$ cat config.mk
export PLATFORM = sky130hd
export DESIGN_NAME = pwm_peripheral
export DESIGN_NICKNAME = d
export VERILOG_FILES = /design/src/rtl/pwm_pkg.sv /design/src/rtl/pwm_tick_gen.sv /design/src/rtl/pwm_peripheral.sv
export SDC_FILE = /design/constraint.sdc
export NUM_CORES = 1
export LEC_CHECK = 0
export ABC_AREA = 1
export CORE_ASPECT_RATIO = 0.6
export CORE_MARGIN = 4
export CORE_UTILIZATION = 30
export DETAILED_ROUTE_END_ITERATION = 10
export DONT_BUFFER_PORTS = 1
export SKIP_LAST_GASP = 1
export SYNTH_ARGS = -nofsm -noshare
export SYNTH_HDL_FRONTEND = slang
export SYNTH_HIERARCHICAL = 1
export SYNTH_SLANG_ARGS = --single-unit
$ cat constraint.sdc
create_clock -name clk -period 1.7 [get_ports clk]
set_input_delay 0.255 -clock clk [delete_from_list [all_inputs] [get_ports clk]]
set_output_delay 0.255 -clock clk [all_outputs]
set_load 0.01 [all_outputs]
$ cat src/rtl/pwm_pkg.sv
// Shared definitions for the PWM peripheral.
// Holds counter limits, pin count, default prescaler, the per-pin drive mode
// and small elaboration-time helpers used by the top and the tick generator.
package pwm_pkg;

    localparam int unsigned DUTY_W          = 8;
    localparam int unsigned NUM_PINS        = 16;
    localparam int unsigned CLK_DIV_DEFAULT = 13;

    // Last value of the PWM counter; 255 is never reached, so duty 0xFF
    // keeps the waveform permanently high.
    localparam logic [DUTY_W-1:0] PWM_CNT_MAX = 8'd254;

    typedef enum logic [1:0] {
        PIN_LOW  = 2'd0,
        PIN_HIGH = 2'd1,
        PIN_PWM  = 2'd2
    } pin_mode_e;

    // Output enable dominates: a disabled pin is low whatever its PWM select.
    function automatic pin_mode_e pin_mode(input logic en_out, input logic en_pwm);
        if (!en_out) begin
            return PIN_LOW;
        end
        return en_pwm ? PIN_PWM : PIN_HIGH;
    endfunction

    // Prescaler width; a divide-by-1 still needs a 1-bit register.
    function automatic int unsigned presc_width(input int unsigned div);
        return (div > 1) ? $clog2(div) : 1;
    endfunction

endpackage

$ cat src/rtl/pwm_tick_gen.sv
// Clock prescaler for the PWM peripheral.
// Counts 0..CLK_DIV-1 and raises tick_o for the single clk cycle in which the
// count sits at CLK_DIV-1; the count wraps to 0 on that same cycle.
// Ports:
//   clk     in  system clock
//   rst_n   in  asynchronous active-low reset
//   tick_o  out one-cycle tick, once every CLK_DIV clk cycles
module pwm_tick_gen
    import pwm_pkg::*;
#(
    parameter int unsigned CLK_DIV = CLK_DIV_DEFAULT
) (
    input  logic clk,
    input  logic rst_n,
    output logic tick_o
);

    localparam int unsigned  W    = presc_width(CLK_DIV);
    localparam logic [W-1:0] LAST = W'(CLK_DIV - 1);

    logic [W-1:0] presc_q;
    logic [W-1:0] presc_d;

    // With CLK_DIV = 1 LAST is 0, so the compare is always true and the
    // tick fires every clk.
    assign tick_o = (presc_q == LAST);

    // NOTE: every signal assigned in always_comb gets a value on every path
    // (here a single unconditional assignment) so no latch is inferred.
    always_comb begin
        presc_d = tick_o ? '0 : presc_q + W'(1);
    end

    // NOTE: state registers use non-blocking assignments so all flops sample
    // their inputs at the same edge regardless of statement order.
    always_ff @(posedge clk or negedge rst_n) begin
        if (!rst_n) begin
            presc_q <= '0;
        end else begin
            presc_q <= presc_d;
        end
    end

endmodule

$ cat src/rtl/pwm_peripheral.sv
// 16-pin PWM peripheral driven by five SPI-written configuration bytes.
// One shared 8-bit, 255-step waveform; each pin is forced low, forced high or
// follows the waveform. The requested duty is shadowed at the period boundary
// so a pin never sees a runt pulse; enable/select changes apply next clk.
// Ports:
//   clk               in   system clock
//   rst_n             in   asynchronous active-low reset
//   en_reg_out_7_0    in   output enable, pins 7:0
//   en_reg_out_15_8   in   output enable, pins 15:8
//   en_reg_pwm_7_0    in   PWM select, pins 7:0
//   en_reg_pwm_15_8   in   PWM select, pins 15:8
//   pwm_duty_cycle    in   requested duty (0x00 = 0 %, 0xFF = 100 %)
//   out               out  registered pin drive
//   pwm_period_start  out  one-clk pulse while the PWM counter is at 0
//                          after a wrap
module pwm_peripheral
    import pwm_pkg::*;
#(
    parameter int unsigned CLK_DIV = CLK_DIV_DEFAULT
) (
    input  logic                clk,
    input  logic                rst_n,
    input  logic [7:0]          en_reg_out_7_0,
    input  logic [7:0]          en_reg_out_15_8,
    input  logic [7:0]          en_reg_pwm_7_0,
    input  logic [7:0]          en_reg_pwm_15_8,
    input  logic [DUTY_W-1:0]   pwm_duty_cycle,
    output logic [NUM_PINS-1:0] out,
    output logic                pwm_period_start
);

    logic                tick;
    logic                wrap;
    logic                pwm_sig;
    logic [NUM_PINS-1:0] en_out;
    logic [NUM_PINS-1:0] en_pwm;

    logic [DUTY_W-1:0]   cnt_q,    cnt_d;
    logic [DUTY_W-1:0]   shadow_q, shadow_d;
    logic [NUM_PINS-1:0] out_q,    out_d;
    logic                start_q,  start_d;

    pwm_tick_gen #(
        .CLK_DIV (CLK_DIV)
    ) u_tick_gen (
        .clk    (clk),
        .rst_n  (rst_n),
        .tick_o (tick)
    );

    assign en_out = {en_reg_out_15_8, en_reg_out_7_0};
    assign en_pwm = {en_reg_pwm_15_8, en_reg_pwm_7_0};

    // Last tick of the period: the counter returns to 0 and the new duty is
    // captured together, so the waveform and the start pulse stay aligned.
    assign wrap = tick && (cnt_q == PWM_CNT_MAX);

    // Counter tops out at 254, so a shadow of 0xFF is high all period.
    assign pwm_sig = (cnt_q < shadow_q);

    always_comb begin
        cnt_d = cnt_q;
        if (wrap) begin
            cnt_d = '0;
        end else if (tick) begin
            cnt_d = cnt_q + DUTY_W'(1);
        end
    end

    always_comb begin
        shadow_d = wrap ? pwm_duty_cycle : shadow_q;
        start_d  = wrap;
    end

    always_comb begin
        out_d = '0;
        for (int i = 0; i < NUM_PINS; i++) begin
            case (pin_mode(en_out[i], en_pwm[i]))
                PIN_HIGH: out_d[i] = 1'b1;
                PIN_PWM:  out_d[i] = pwm_sig;
                default:  out_d[i] = 1'b0;
            endcase
        end
    end

    always_ff @(posedge clk or negedge rst_n) begin
        if (!rst_n) begin
            cnt_q    <= '0;
            shadow_q <= '0;
            out_q    <= '0;
            start_q  <= 1'b0;
        end else begin
            cnt_q    <= cnt_d;
            shadow_q <= shadow_d;
            out_q    <= out_d;
            start_q  <= start_d;
        end
    end

    assign out              = out_q;
    assign pwm_period_start = start_q;

endmodule

==> impl_metrics.yaml <==
power:
  switchingPower_mw: 0.391
  clock_power_share_pct: 40.0
  power.share.sequential_pct: 55.2
  power.internal_mw: 1.31
  power.share.combinational_pct: 4.8
  vdd_ir_drop_max_uv: 281
  power.switching_fraction_pct: 23.0
  power.density_cell_area_nw_per_um2: 757
  leakagePower_nw: 1.36
  p_total_mw: 1.70
worst_setup_path:
  cell_family_contributing_the_most_delay_on_the_critical_path: "simple AND/OR/NAND/NOR gates"
  critical_path.cell_chain: "inv_2, ha_1, nand2_1, inv_1, nand2_2, inv_2, inv_2, nor3_4, nand2_4, inv_6, o21ai_0"
  worst_setup_path_end_kind: "register"
  critPathArrivalTime_ns: 1.77
  critical_path_buf_inv_count: 5
  slowest_delay_ns: 0.41
  critPathRequiredTime_ns: 1.86
  timing.critical_path.slowest_stage_cell: "sky130_fd_sc_hd__dfrtp_1"
  crit_type: "reg -> reg"
  crit_path_start_kind: "register"
  critPathMostFrequentCell: "sky130_fd_sc_hd__inv_2"
  crit_path_max_fanout: 6
drt:
  via_count: 1460
  wl_met1_um: 2120
  ant_nets: 0
  wl_met2_um: 1620
  detail_route.vias_per_cell: 4.21
  detail_route.wl_per_cell_um: 12.2
  wl_um: 4240
  remaining_routing_drc_violations: 0
  drtPass1Iterations: 4
  topRoutingLayerUsed: "met4"
  routed-wl-met3_um: 453
  detail_route.iter0.violations: 88
sta:
  setup_viol: 0
  layout_setup_ws_ns: 0.0917
  hold_violations: 0
  finalHoldWorstSlack_ns: 0.0828
  min_period_ns: 1.61
  final_max_slew_viol_count: 0
  min_period_over_period_pct: 94.6
  maxSlewHeadroom_pct: 78.6
  maxClockFrequency_mhz: 622
  max_slew.worst_pin.slew_ns: 0.320
  clock-skew-final_ns: 0.00509
  setup-tns-final_ns: 0
synth:
  synth.lib_cells_used.distinct: 22
  ys_seq_elements: 37
  ys_warn_count: 6
  synth-seq-area-share_pct: 48.3
  synth.net_count: 296
  syn-mean-instance-area_sq_um: 7.89
  syn_inst: 243
  netlist_area_sq_um: 1920
grt:
  grtUsageTotal_pct: 10.9
  grt_first_pass_wirelength_um: 6700
  remaining_global_route_overflow: 0
  number_of_global_route_vias_before_repair: 1409
  initial_antenna_violation_count: 0
  largest_net_degree_at_the_start_of_global_routing: 38
place:
  detailedPlace.worstSlack_ns: 0.0458
  routability_cong: 0.801
  post_dp_hpwl_um: 3070
  io_port_bufs: 0
  placedCellCount: 327
finish:
  total_number_of_nets_in_the_final_design: 315
  area.growth.synth_to_final_pct: 17.2
  antenna-diode-count: 0
  instances_no_fill: 347
  post_route_cells_drive_above_1_share_pct: 12.9
floorplanning:
  pin_count: 59
  die_footprint_sq_um: 7770
  die_h_um: 69.9
  start_util_pct: 31.1
  core-area_sq_um: 6170
  num_rows: 22
  die-width_um: 111
cts:
  clock_sink_count: 37
  cts_buffers: 5
  clkSlewWorstSetupHoldPaths_ns: 0.07
  worst_skew_pair.late_latency_ns: 0.28
  cts_tree: "yes"
  ctsHtreeMaxLevel: 2
  ctsLongestPathBuffers: 2
  clk_root_buffer_cell: "sky130_fd_sc_hd__clkbuf_8"
run_status:
  outcome: "complete, no violations"
job:
  max_cap_viol_count: 0
worst_hold_path:
  min-delay-path-class: "in -> reg"
[placed cells by master, fill, tap and decap left out, types with 2 or more instances in the layout]
| cell type | Yosys | routed |
|---|---|---|
| sky130_fd_sc_hd__a21oi_1 | 7 | 7 |
| sky130_fd_sc_hd__buf_12 | 0 | 2 |
| sky130_fd_sc_hd__buf_4 | 1 | 8 |
| sky130_fd_sc_hd__clkbuf_8 | 0 | 7 |
| sky130_fd_sc_hd__clkinv_2 | 0 | 2 |
| sky130_fd_sc_hd__dfrtp_1 | 37 | 37 |
| sky130_fd_sc_hd__ha_1 | 11 | 11 |
| sky130_fd_sc_hd__inv_1 | 52 | 50 |
| sky130_fd_sc_hd__inv_2 | 1 | 3 |
| sky130_fd_sc_hd__inv_6 | 0 | 2 |
| sky130_fd_sc_hd__nand2_1 | 80 | 78 |
| sky130_fd_sc_hd__nand2_2 | 2 | 5 |
| sky130_fd_sc_hd__nand3_1 | 20 | 19 |
| sky130_fd_sc_hd__nor2_1 | 10 | 10 |
| sky130_fd_sc_hd__nor3_1 | 3 | 3 |
| sky130_fd_sc_hd__o21ai_0 | 8 | 8 |
| sky130_fd_sc_hd__xnor2_1 | 2 | 2 |
[state kept, by name (all words and copies together), names as in the netlist]
signal              count
pwm_period_start        1
out                    16
cnt_q                   8
u_tick_gen/presc_q      4
shadow_q                8
[stage by stage]
stage	cell area [sq um]	utilization, %
after CTS	2150	34.9
final	2250	36.4
after floorplan	1920	-
after detailed placement	2020	32.8
after global placement	2020	32.8
after global routing	2250	36.4
[routing by layer]
metal | up-vias | global-route usage [%]
met4 | 0 | 3.64
met2 | 51 | 14.0
li1 | 772 | -
met5 | - | 0
met3 | 4 | 6.06
met1 | 633 | 15.2
[worst register-to-register path, stage by stage, from the launching register on]
cell and delay [ns]:
sky130_fd_sc_hd__dfrtp_1 0.41, sky130_fd_sc_hd__inv_2 0.06, sky130_fd_sc_hd__ha_1 0.13, sky130_fd_sc_hd__nand2_1 0.05
sky130_fd_sc_hd__inv_1 0.06, sky130_fd_sc_hd__nand2_2 0.06, sky130_fd_sc_hd__inv_2 0.11, sky130_fd_sc_hd__inv_2 0.06
sky130_fd_sc_hd__nor3_4 0.16, sky130_fd_sc_hd__nand2_4 0.17, sky130_fd_sc_hd__inv_6 0.12, sky130_fd_sc_hd__o21ai_0 0.08
[repair_timing]
| item | in CTS | in global routing |
|---|---|---|
| endpoints found under the hold margin | 37 | 0 |
| hold buffers | 2 | 0 |
| buffers inserted | 0 | 6 |
| gates resized for setup | 0 | 7 |
| setup endpoints to repair | 0 | 15 |
[cell families (layout without fill, tap and decap cells)]
| family | count (synthesis) | after routing | share of synthesized area (%) |
|---|---|---|---|
| buffers and inverters | 57 | 76 | 12.6 |
| AOI/OAI and AO/OA | 18 | 18 | 4.96 |
| DFF | 37 | 37 | 48.3 |
| adders and majority gates | 11 | 11 | 7.18 |
| xor gates and xnor gates | 2 | 2 | 0.914 |
| and+or+nand+nor | 118 | 119 | 26.0 |
[area by class of cell]
type	instances	area (sq um)
flip-flops and latches	37	926
repair inverters	3	22.5
inverters	54	215
well taps	84	105
multi-input cells	150	766
repair buffers	11	110
clock buffers	7	96.3
clock inverters	1	5.00
fillers	673	3920
[power by group through the flow]
stage	combinational (mW)	sequential (mW)	clock [mW]
floorplan	0.0497	0.950	0
global placement	0.0553	0.957	0
detailed placement	0.0584	0.956	0
CTS	0.0837	0.939	0.713
global route	0.0971	0.942	0.751
finish	0.0810	0.938	0.681
[worst paths after layout]
| kind | start | end | slack (ns) | cells past startpoint |
|---|---|---|---|---|
| worst max-delay path | u_tick_gen/presc_q[0]$_DFF_PN0_ | shadow_q[7]$_DFFE_PN0P_ | 0.09 | 11 |
| max in group asynchronous | rst_n | out[8]$_DFF_PN0_ | 1.09 | 2 |
| min in group asynchronous | rst_n | shadow_q[3]$_DFFE_PN0P_ | 0.41 | 2 |
| worst min register to register | shadow_q[0]$_DFFE_PN0P_ | shadow_q[0]$_DFFE_PN0P_ | 0.49 | 2 |
| worst max register to register | u_tick_gen/presc_q[0]$_DFF_PN0_ | shadow_q[7]$_DFFE_PN0P_ | 0.09 | 11 |
| worst min-delay path | pwm_duty_cycle[0] | shadow_q[0]$_DFFE_PN0P_ | 0.08 | 2 |
[cells in the mapped netlist]
cell type | n | share of area [%]
sky130_fd_sc_hd__a21boi_0 | 1 | 0.39
sky130_fd_sc_hd__a21oi_1 | 7 | 1.8
sky130_fd_sc_hd__nand2_2 | 2 | 0.65
sky130_fd_sc_hd__nor2_2 | 1 | 0.33
sky130_fd_sc_hd__ha_1 | 11 | 7.2
sky130_fd_sc_hd__nor3_1 | 3 | 0.78
sky130_fd_sc_hd__nand2_4 | 1 | 0.59
sky130_fd_sc_hd__xnor2_1 | 2 | 0.91
sky130_fd_sc_hd__buf_8 | 1 | 0.78
sky130_fd_sc_hd__buf_4 | 1 | 0.39
sky130_fd_sc_hd__nand3_1 | 20 | 5.2
sky130_fd_sc_hd__nor3_4 | 1 | 0.85
sky130_fd_sc_hd__buf_6 | 1 | 0.59
sky130_fd_sc_hd__clkinv_4 | 1 | 0.46
sky130_fd_sc_hd__o21a_1 | 1 | 0.39
sky130_fd_sc_hd__dfrtp_1 | 37 | 48
sky130_fd_sc_hd__o21ai_1 | 1 | 0.26
sky130_fd_sc_hd__inv_2 | 1 | 0.20
sky130_fd_sc_hd__nor2_1 | 10 | 2.0
sky130_fd_sc_hd__inv_1 | 52 | 10
sky130_fd_sc_hd__nand2_1 | 80 | 16
sky130_fd_sc_hd__o21ai_0 | 8 | 2.1
(Power assumes the default switching activity.)
